===== src/rtl/calc_accum_sseg.sv =====
// calc_accum_sseg: WIDTH-bit add/sub accumulator with a sticky overflow flag,
// driving a time-multiplexed DIGITS-wide active-low seven-segment display.
// Ports:
//   clk, rst_n            clock (rising edge), asynchronous active-low reset
//   operand, op_valid     operand and single-cycle apply strobe
//   sub, signed_mode      operation select / two's complement vs unsigned
//   clear                 synchronous clear of accumulator and overflow
//   result, overflow      accumulator value, sticky invalid-result flag
//   neg                   signed_mode & result msb (combinational)
//   sseg, an              segments (sseg[0]=a..sseg[6]=g) and anodes, active-low
module calc_accum_sseg #(
   parameter int unsigned WIDTH    = 8,
   parameter int unsigned DIGITS   = 4,
   parameter int unsigned SCAN_DIV = 100000
) (
   input  logic              clk,
   input  logic              rst_n,
   input  logic [WIDTH-1:0]  operand,
   input  logic              op_valid,
   input  logic              sub,
   input  logic              signed_mode,
   input  logic              clear,
   output logic [WIDTH-1:0]  result,
   output logic              overflow,
   output logic              neg,
   output logic [6:0]        sseg,
   output logic [DIGITS-1:0] an
);

   localparam int unsigned NIBBLES = WIDTH / 4;
   localparam int unsigned CNT_W   = $clog2(SCAN_DIV);
   localparam int unsigned IDX_W   = (DIGITS > 1) ? $clog2(DIGITS) : 1;
   localparam logic [6:0]  SEG_BLANK = 7'h7F;
   localparam logic [6:0]  SEG_MINUS = 7'b0111111;

   logic [WIDTH-1:0]  acc_q,  acc_d;
   logic              ovf_q,  ovf_d;
   logic [CNT_W-1:0]  cnt_q,  cnt_d;
   logic [IDX_W-1:0]  idx_q,  idx_d;
   logic [DIGITS-1:0] an_q,   an_d;
   logic [6:0]        sseg_q, sseg_d;

   logic [WIDTH:0]    add_ext;
   logic [WIDTH-1:0]  diff;
   logic              op_ovf;
   logic              neg_d;
   logic [WIDTH-1:0]  mag;
   logic [3:0]        nib;

   // Hex digit to active-low segment pattern (gfedcba).
   function automatic logic [6:0] hex_seg(input logic [3:0] h);
      logic [6:0] s;
      case (h)
         4'h0: s = 7'b1000000;
         4'h1: s = 7'b1111001;
         4'h2: s = 7'b0100100;
         4'h3: s = 7'b0110000;
         4'h4: s = 7'b0011001;
         4'h5: s = 7'b0010010;
         4'h6: s = 7'b0000010;
         4'h7: s = 7'b1111000;
         4'h8: s = 7'b0000000;
         4'h9: s = 7'b0010000;
         4'hA: s = 7'b0001000;
         4'hB: s = 7'b0000011;
         4'hC: s = 7'b1000110;
         4'hD: s = 7'b0100001;
         4'hE: s = 7'b0000110;
         default: s = 7'b0001110;
      endcase
      return s;
   endfunction

   // Arithmetic and per-operation overflow in the current mode.
   always_comb begin
      add_ext = {1'b0, acc_q} + {1'b0, operand};
      diff    = acc_q - operand;
      op_ovf  = 1'b0;
      if (signed_mode) begin
         if (sub) op_ovf = (acc_q[WIDTH-1] == ~operand[WIDTH-1]) && (diff[WIDTH-1] != acc_q[WIDTH-1]);
         else     op_ovf = (acc_q[WIDTH-1] == operand[WIDTH-1]) && (add_ext[WIDTH-1] != acc_q[WIDTH-1]);
      end else begin
         if (sub) op_ovf = (operand > acc_q);
         else     op_ovf = add_ext[WIDTH];
      end
   end

   // Accumulator and sticky overflow; clear wins over op_valid.
   always_comb begin
      acc_d = acc_q;
      ovf_d = ovf_q;
      if (clear) begin
         acc_d = '0;
         ovf_d = 1'b0;
      end else if (op_valid) begin
         acc_d = sub ? diff : add_ext[WIDTH-1:0];
         ovf_d = ovf_q | op_ovf;
      end
   end

   // Scan counter and digit index.
   always_comb begin
      cnt_d = cnt_q + CNT_W'(1);
      idx_d = idx_q;
      if (cnt_q == CNT_W'(SCAN_DIV - 1)) begin
         cnt_d = '0;
         idx_d = (idx_q == IDX_W'(DIGITS - 1)) ? '0 : idx_q + IDX_W'(1);
      end
   end

   // Display content is built from next-state values so that an and sseg
   // always reflect the accumulator and index held in the registers together.
   always_comb begin
      neg_d  = signed_mode & acc_d[WIDTH-1];
      mag    = neg_d ? (~acc_d + WIDTH'(1)) : acc_d;
      nib    = 4'(mag >> {idx_d, 2'b00});
      sseg_d = SEG_BLANK;
      if (32'(idx_d) < NIBBLES)               sseg_d = hex_seg(nib);
      else if (idx_d == IDX_W'(DIGITS - 1))   sseg_d = neg_d ? SEG_MINUS : SEG_BLANK;
      an_d = ~(DIGITS'(1) << idx_d);
      if (ovf_d) an_d = '1;
   end

   // State registers.
   always_ff @(posedge clk or negedge rst_n) begin
      if (!rst_n) begin
         acc_q  <= '0;
         ovf_q  <= 1'b0;
         cnt_q  <= '0;
         idx_q  <= '0;
         an_q   <= '1;
         sseg_q <= SEG_BLANK;
      end else begin
         acc_q  <= acc_d;
         ovf_q  <= ovf_d;
         cnt_q  <= cnt_d;
         idx_q  <= idx_d;
         an_q   <= an_d;
         sseg_q <= sseg_d;
      end
   end

   assign result   = acc_q;
   assign overflow = ovf_q;
   assign neg      = signed_mode & acc_q[WIDTH-1];
   assign sseg     = sseg_q;
   assign an       = an_q;

endmodule


===== config.mk =====
export PLATFORM = sky130hd
export DESIGN_NAME = calc_accum_sseg
export DESIGN_NICKNAME = d
export VERILOG_FILES = /design/src/rtl/calc_accum_sseg.sv
export SDC_FILE = /design/constraint.sdc
export NUM_CORES = 1
export LEC_CHECK = 0
export CORE_AREA = 8 8 88 90
export DETAILED_ROUTE_END_ITERATION = 6
export DIE_AREA = 0 0 96 98
export PLACE_DENSITY_LB_ADDON = 0.05
export SLEW_MARGIN = 20
export SYNTH_ARGS = -nofsm -noshare
export SYNTH_HDL_FRONTEND = slang
export SYNTH_SLANG_ARGS = --single-unit

===== constraint.sdc =====
create_clock -name clk -period 5 [get_ports clk]
set_clock_uncertainty 0.1 [all_clocks]
set_input_delay 0.75 -clock clk [delete_from_list [all_inputs] [get_ports clk]]
set_output_delay 0.75 -clock clk [all_outputs]
set_load 0.005 [all_outputs]

# Word level (Yosys, flattened, before mapping)
# Memory sizes are Yosys's and may differ from the RTL's.
# Cells that the tools add are included.
# classes
n_addsub	5
order_cmp	2
n_eq_ne	7
n_shift	2
n_mux	16
n_bitwise	6
n_reduce_logical	2
# ops
cell	count
$mux 8	4
$mux 7	3
$add 17x1->17 const B	1
$eq 17x17->1 const B	1
$mux 17	1
$add 8x8->9	1
$add 8x1->8 const B	1
$gt 8x8->1	1
$not 8->8	1
$shr 8x4->4	1
$sub 8x8->8	1
$mux 1	5
$eq 2x2->1 const B	2
$mux 2	2
$mux 4	1
$not 4->4	1
$shl 1x2->4 const A	1
$add 2x1->2 const B	1
$and 1x1->1	2
$eq 1x1->1	2
$logic_and 1x1->1	2
$lt 2x2->1 const B	1
$ne 1x1->1	2
$not 1->1	1
$or 1x1->1	1
# word_totals
ff_bits	39
rom_bits	112
input_bits	14
word_cells	47
mem_count	1
# memory_table
name	depth	width	read_ports	rd_ports_with_merged_regs	write_ports	line	source
(no name shown)	16	7	1	0	0	53	case (h)

# Longest topological paths before layout
# Gate-level depths: netlist (run 1).
# An unclocked memory read counts as a cell.
# logic_depth
depth_word	10
depth_mapped	17

# Least setup slack after synthesis (run 1)
# OpenSTA, ideal clock, no wires.
# synth_timing
kind	input to register
from	in operand[0]
to	reg sseg_q[6] (netlist: sseg[6])
setup_time_ns	0.077
t_arrival_ns	3.815
required_time_ns	4.823
slack_ns	1.008
path_stages	14
cell_sequence	ha_1 -> fa_1 -> nor2b_1 -> or3_1 -> a311oi_2 -> nor2_1 -> a31oi_1 -> nand3_1 -> xor2_1 -> o22ai_1 -> inv_1 -> ha_1 -> mux2_1 -> a21o_1
# synth_via
elab_chain_cells	10
word_cells_on_any_way	14
# synth_rtl
element	line	source
start, declared	18	input logic [WIDTH-1:0] operand,
$add 8x8->9 or $sub 8x8->8 (tied branches)	76, 77	
$mux 8 (*)	96	acc_d = sub ? diff : add_ext[WIDTH-1:0];
$mux 8 (*)	95	end else if (op_valid) begin
$mux 8 (*)	92	if (clear) begin
net acc_d[2]	36	logic [WIDTH-1:0] acc_q, acc_d;
$not 8->8	115	mag = neg_d ? (~acc_d + WIDTH'(1)) : acc_d;
$add 8x1->8	115	
$mux 8 (*)	115	
$shr 8x4->4 (*)	116	nib = 4'(mag >> {idx_d, 2'b00});
$mem_v2 16x7 (*)	--	
$mux 7 (*)	118	if (32'(idx_d) < NIBBLES) sseg_d = hex_seg(nib);
net sseg_d[6]	41	logic [6:0] sseg_q, sseg_d;
end signal, assigned	139	sseg_q <= sseg_d;
end, declared	41	
# Mark *: on every way through the listed nets, which the timed path passes. The rest lies on a longest branch.

# Worst setup path in the final report (run 1)
# Ends and elaborated chain as after synthesis.

==> impl_metrics.json, run 1 <==
{
  "postLayoutCoreUtil_pct": 53.3,
  "status": "complete, no violations",
  "place.port_buffers": 34,
  "drv_slew": 0,
  "p_leak_nw": 1.50,
  "synth_compound_area_share_pct": 18.5,
  "synth_edf_count": 0,
  "num_antenna_cells": 0,
  "place_area_um2": 3370,
  "gp_congestion": 0.826,
  "layout_common_cells": "clkdlybuf4s50_1, dfrtp_1, nor2_1",
  "drtIter0Drc": 73,
  "yosysTopAreaCellShare_pct": 23.5,
  "synth_fa_ha_area_share_pct": 11.9,
  "final.setup.worst_slack_ns": 0.519,
  "fmax_mhz": 223,
  "instances_no_fill": 447,
  "cts_tree": "done",
  "area_delta_synth_final_pct": 16.2,
  "setup_viol": 0,
  "grtUsageTotal_pct": 14.9,
  "vias_per_cell": 5.54,
  "rrSetupSlack_ns": 1.00,
  "cp.required_ns": 5.12,
  "yosysWarnings": 0,
  "p_total_mw": 0.873,
  "wirelength_mm": 6.76,
  "cp_cell_sequence": "clkdlybuf4s50_1 > ha_1 > fa_1 > nor2b_1 > or3_1 > a311oi_2 > nor2_1 > a31oi_1 > nand3_1 > xor2_1 > o22ai_1 > inv_1 > ha_1 > mux2_1 > a21o_1",
  "synth_nets": 373,
  "synthCells": 332,
  "core_um2": 6490,
  "final_area_um2": 3460,
  "cts_buffers": 5,
  "post_cts_buffers": 0,
  "dp_hpwl_mm": 5.14,
  "synth_top_family_by_area": "simple AND/OR/NAND/NOR gates",
  "synth-xor-area-share_pct": 5.00,
  "die_h_um": 98,
  "ctsHoldBuffers": 0,
  "n_fill_cell": 628,
  "drive_above_1_share_pct": 9.81,
  "antenna_found_initial": 0,
  "vias": 2478,
  "ctsResizeCount": 0,
  "worst_hold_slack_ns": 0.374,
  "final_common_cell": "clkdlybuf4s50_1",
  "grt_setup_unrepaired": "false",
  "worst_pin_slew_ns": 0.841,
  "grt_pass1_wl_mm": 11.4,
  "hold_viol_final": 0,
  "start_kind": "primary input",
  "clock_latency_ns": 0.29,
  "clk_pin_slew_worst_paths_ns": 0.08,
  "syn_area_um2": 2980,
  "path_max_fanout": 4,
  "root_buffer": "clkbuf_8",
  "grt_pass1_vias": 2444,
  "ys.flop_type": "dfrtp_1",
  "arrival_ns": 4.60,
  "synth.area.mux_share_pct": 3.49,
  "cp-end-kind": "flop",
  "critPathMostFrequentCell": "ha_1",
  "dp.cells": 439,
  "cts_max_path_buffers": 2,
  "max_slew_margin_pct": 43.9,
  "clock_sinks": 39,
  "synth_area_leaders": "dfrtp_1, ha_1, dfstp_2",
  "avgSynthCellArea_um2": 8.97,
  "maxCapViolCount": 0,
  "grt_remaining_overflow": 0,
  "critPathTopFamily": "compound AO/OA/AOI/OAI gates",
  "worstHoldPathType": "flop to flop",
  "peakVddDrop_mv": 0.213,
  "place_worst_setup_slack_ns": 0.305,
  "async_reset_ff_share_pct": 100,
  "period_share_pct": 89.6,
  "synthSimpleGateAreaFrac_pct": 22.0,
  "htree_levels": 2,
  "start_util_pct": 45.8,
  "min_period_ns": 4.48,
  "synth_seq_area_share_pct": 33.2,
  "power_density_nw_per_um2": 252,
  "crit_type": "primary input to flop",
  "ios": 35,
  "fin_nets": 407,
  "ant_nets": 0,
  "ys_types": 66,
  "rows": 30,
  "wl_per_cell_um": 15.1,
  "route.detailed.drc": 0,
  "synth.largest_area_cell": "dfrtp_1",
  "slowest_delay_ns": 0.43,
  "ys_ff_latch": 39,
  "first_pass_iters": 4,
  "slowest_stage": "clkdlybuf4s50_1",
  "path_buf_inv": 2,
  "die_w_um": 96,
  "tns_ns": 0,
  "grt_max_degree": 40,
  "die-area_um2": 9410
}
## sequential cells by signal, summed over array words and instances, names as in the netlist
register	count
an	4
overflow	1
result	8
idx_q	2
sseg	7
cnt_q	17
## path summary, 6_finish.rpt
check,endpoint,depth (start not counted),start
worst max-delay path,sseg[6]$_DFF_PN1_,15,operand[0]
worst min-delay path,cnt_q[4]$_DFF_PN0_,1,cnt_q[4]$_DFF_PN0_
worst max register to register,sseg[6]$_DFF_PN1_,14,result[0]$_DFF_PN0_
worst min register to register,cnt_q[4]$_DFF_PN0_,1,cnt_q[4]$_DFF_PN0_
max in group asynchronous,idx_q[1]$_DFF_PN0_,1,rst_n
min in group asynchronous,result[7]$_DFF_PN0_,1,rst_n
## cell usage after synthesis (3+ instances only)
cell      number
dfrtp_1       28
nor2_1        26
ha_1          25
inv_1         24
nand2_1       24
a21oi_1       19
o21ai_0       15
nand3_1       14
dfstp_2       11
nor3_1        11
xor2_1        11
or3_1          9
nor2b_1        8
mux2i_1        7
and2_1         6
clkbuf_1       6
xnor2_1        6
a21o_1         4
nand4_1        4
nor4_1         4
a211oi_1       3
a31oi_1        3
and3_1         3
and4_1         3
nor3b_1        3
o311ai_1       3
o31ai_1        3
## logic make-up (layout without fill, tap and decap cells)
logic type	after synthesis	in the layout
compound gates	78	78
xor+xnor	17	17
fa+ha+maj	27	27
buf+inv	38	73
simple gates	123	123
flops	39	39
mux	10	10
## layout make-up
| class | count | area, um2 | area share, % |
|---|---|---|---|
| inverter | 26 | 97.6 | 2.82 |
| tap | 80 | 100 | 2.89 |
| clock buffer | 6 | 72.6 | 2.10 |
| clock inverter | 2 | 12.5 | 0.362 |
| sequential | 39 | 990 | 28.6 |
| multi-input combinational | 255 | 1810 | 52.4 |
| timing repair buffer | 39 | 373 | 10.8 |
## metal layers
metal  track usage, %  part of all wire [%]  up-vias
met3             2.30                   2.6        2
met4             4.14                  0.56        0
met5                0                     0        -
met1             18.0                    46     1188
met2             26.0                    51       30
li1                 -                     -     1258
## report_power, final
part           internal, mW  switching (mW)
clock                0.0975           0.110
sequential            0.347          0.0167
combinational         0.143           0.159
Power figures use the tool's default switching activity.
==> run 2, diff against run 1 <==
--- a/config.mk
+++ b/config.mk
@@ -6,8 +6,10 @@
 export NUM_CORES = 1
 export LEC_CHECK = 0
 export CORE_AREA = 8 8 88 90
+export CTS_CLUSTER_DIAMETER = 120
 export DETAILED_ROUTE_END_ITERATION = 6
 export DIE_AREA = 0 0 96 98
+export GPL_TIMING_DRIVEN = 0
 export PLACE_DENSITY_LB_ADDON = 0.05
 export SLEW_MARGIN = 20
 export SYNTH_ARGS = -nofsm -noshare
==> run 2 against run 1 <==
Compared with the run above: setup slack worse by 0.18 ns; wire length is 0.33% higher; critical path depth is 1 higher; global-route usage is 0.45 points higher; sequential power hardly changed; worst hold slack worse by 0.17 ns; register-to-register slack worse by 0.19 ns; count of clock-buffer cells in the layout is 1 lower; critical endpoint is now sseg[0]$_DFF_PN1_; largest cell class unchanged.
==> impl_metrics.json, run 2 (same netlist as run 1, synthesis figures left out) <==
{
  "status": "complete, no violations",
  "instances_no_fill": 453,
  "route.detailed.drc": 0,
  "postLayoutCoreUtil_pct": 54.6,
  "period_share_pct": 93.2,
  "dp_hpwl_mm": 5.22,
  "clock_sinks": 39,
  "r2r_start": "result[0]$_DFF_PN0_",
  "dp.cells": 445,
  "cts_buffers": 5,
  "peakVddDrop_mv": 0.230,
  "ios": 35,
  "final_common_cell": "clkdlybuf4s50_1",
  "critPathMostFrequentCell": "ha_1",
  "path_max_fanout": 6,
  "p_leak_nw": 1.54,
  "grt_max_degree": 32,
  "regMostFlops": "cnt_q",
  "core_um2": 6490,
  "htree_levels": 2,
  "start_kind": "primary input",
  "rr_worst_depth": 15,
  "worst_pin_slew_ns": 0.742,
  "place.port_buffers": 32,
  "place_area_um2": 3410,
  "final_area_um2": 3550,
  "first_pass_iters": 4,
  "cp_cell_sequence": "clkdlybuf4s50_1 > ha_1 > fa_1 > nor2b_1 > or3_1 > a311oi_2 > nor2_1 > a31oi_1 > nand3_1 > xor2_1 > o22ai_1 > inv_1 > ha_1 > a21oi_1 > mux2_2 > nor3_2",
  "fmax_mhz": 215,
  "crit_type": "primary input to flop",
  "root_buffer": "clkbuf_8",
  "die_h_um": 98,
  "post_cts_buffers": 0,
  "clock_latency_ns": 0.30,
  "drtIter0Drc": 76,
  "cp-end-kind": "flop",
  "seqCellArea_um2": 990,
  "startpoint": "operand[0]",
  "layout_common_cells": "clkdlybuf4s50_1, dfrtp_1, nor2_1",
  "num_antenna_cells": 0,
  "grtUsageTotal_pct": 15.3,
  "cts_tree": "done",
  "drive_above_1_share_pct": 10.2,
  "clk_pin_slew_worst_paths_ns": 0.08,
  "wirelength_mm": 6.78,
  "start_util_pct": 45.8,
  "n_fill_cell": 617,
  "wl_per_cell_um": 15.0,
  "cts_max_path_buffers": 2,
  "largest_reg_flops": 17,
  "vias_per_cell": 5.56,
  "vias": 2517,
  "ant_nets": 0,
  "multi_input_area_um2": 1810,
  "gp_congestion": 0.886,
  "grt_pass1_vias": 2516,
  "slowest_delay_ns": 0.43,
  "ctsHoldBuffers": 0,
  "grt_setup_unrepaired": "false",
  "regToRegEndpoint": "sseg[0]$_DFF_PN1_",
  "die_w_um": 96,
  "fin_nets": 413,
  "drv_slew": 0,
  "rrSetupSlack_ns": 0.81,
  "rows": 30,
  "area_delta_synth_final_pct": 19.2,
  "tns_ns": 0,
  "grt_pass1_wl_mm": 11.7,
  "arrival_ns": 4.78,
  "grt_remaining_overflow": 0,
  "die-area_um2": 9410,
  "antenna_found_initial": 0,
  "crit_end": "sseg[0]$_DFF_PN1_",
  "slowest_stage": "clkdlybuf4s50_1",
  "setup_viol": 0,
  "min_period_ns": 4.66,
  "cp.required_ns": 5.12,
  "power_density_nw_per_um2": 277,
  "ctsResizeCount": 0,
  "max_slew_margin_pct": 50.1,
  "hold_viol_final": 0,
  "worstHoldPathType": "primary input to async pin",
  "maxCapViolCount": 0
}
-- run 2: changes by cell type in the layout (fill, tap and decap cells not counted), moves of 2 or more --
cell             change
clkdlybuf4s50_1      -2
clkbuf_1             +5
bufinv_16            +2
buf_6                +2
buf_4                -4
-- run 2: report_power, final --
| part | switching, mW | internal (mW) |
|---|---|---|
| registers | 0.0164 | 0.347 |
| logic | 0.161 | 0.146 |
| clock network | 0.115 | 0.199 |
| total | 0.292 | 0.692 |
-- run 2: per-layer routing --
layer	up-vias	wire, um	part of all wire [%]	track usage [%]
li1	1278	-	-	-
met1	1182	2980	44	18.7
met2	48	3400	50	25.6
met3	9	301	4.4	3.07
met4	0	101	1.5	5.44
met5	-	0	0	0
-- run 2: area by class of cell --
type	instances	share of cell area (%)
Multi-Input combinational cell	255	51.1
Sequential cell	39	27.9
Timing Repair Buffer	33	9.45
Tap cell	80	2.82
Inverter	26	2.75
Buffer	12	2.15
Clock buffer	5	1.94
Clock inverter	3	1.90
-- run 2: stage by stage --
stage	power, mW	hold slack, ns	worst slack (ns)
after floorplan	0.564	0.338	1.01
after global routing	1.04	0.206	0.0142
after CTS	0.997	0.199	0.355
after global placement	0.673	0.355	0.112
final	0.984	0.200	0.340
after detailed placement	0.677	0.358	0.0916
-- run 2: worst min-delay path by stage --
stage / from / to / slack [ns] / cells past startpoint
global placement: cnt_q[4]$_DFF_PN0_ / cnt_q[4]$_DFF_PN0_ / 0.36 / 1
CTS: rst_n / result[1]$_DFF_PN0_ / 0.20 / 1
floorplan: cnt_q[4]$_DFF_PN0_ / cnt_q[4]$_DFF_PN0_ / 0.34 / 1
detailed placement: cnt_q[4]$_DFF_PN0_ / cnt_q[4]$_DFF_PN0_ / 0.36 / 1
finish: rst_n / result[1]$_DFF_PN0_ / 0.20 / 1
global route: rst_n / result[1]$_DFF_PN0_ / 0.21 / 1
-- run 2: worst max-delay path, delay by kind of cell --
kind	cells	cell delay [ns]
compound gates	4	1.31
fa+ha+maj	3	0.95
simple gates	5	0.79
buf+inv	2	0.59
mux	1	0.21
xor+xnor	1	0.18
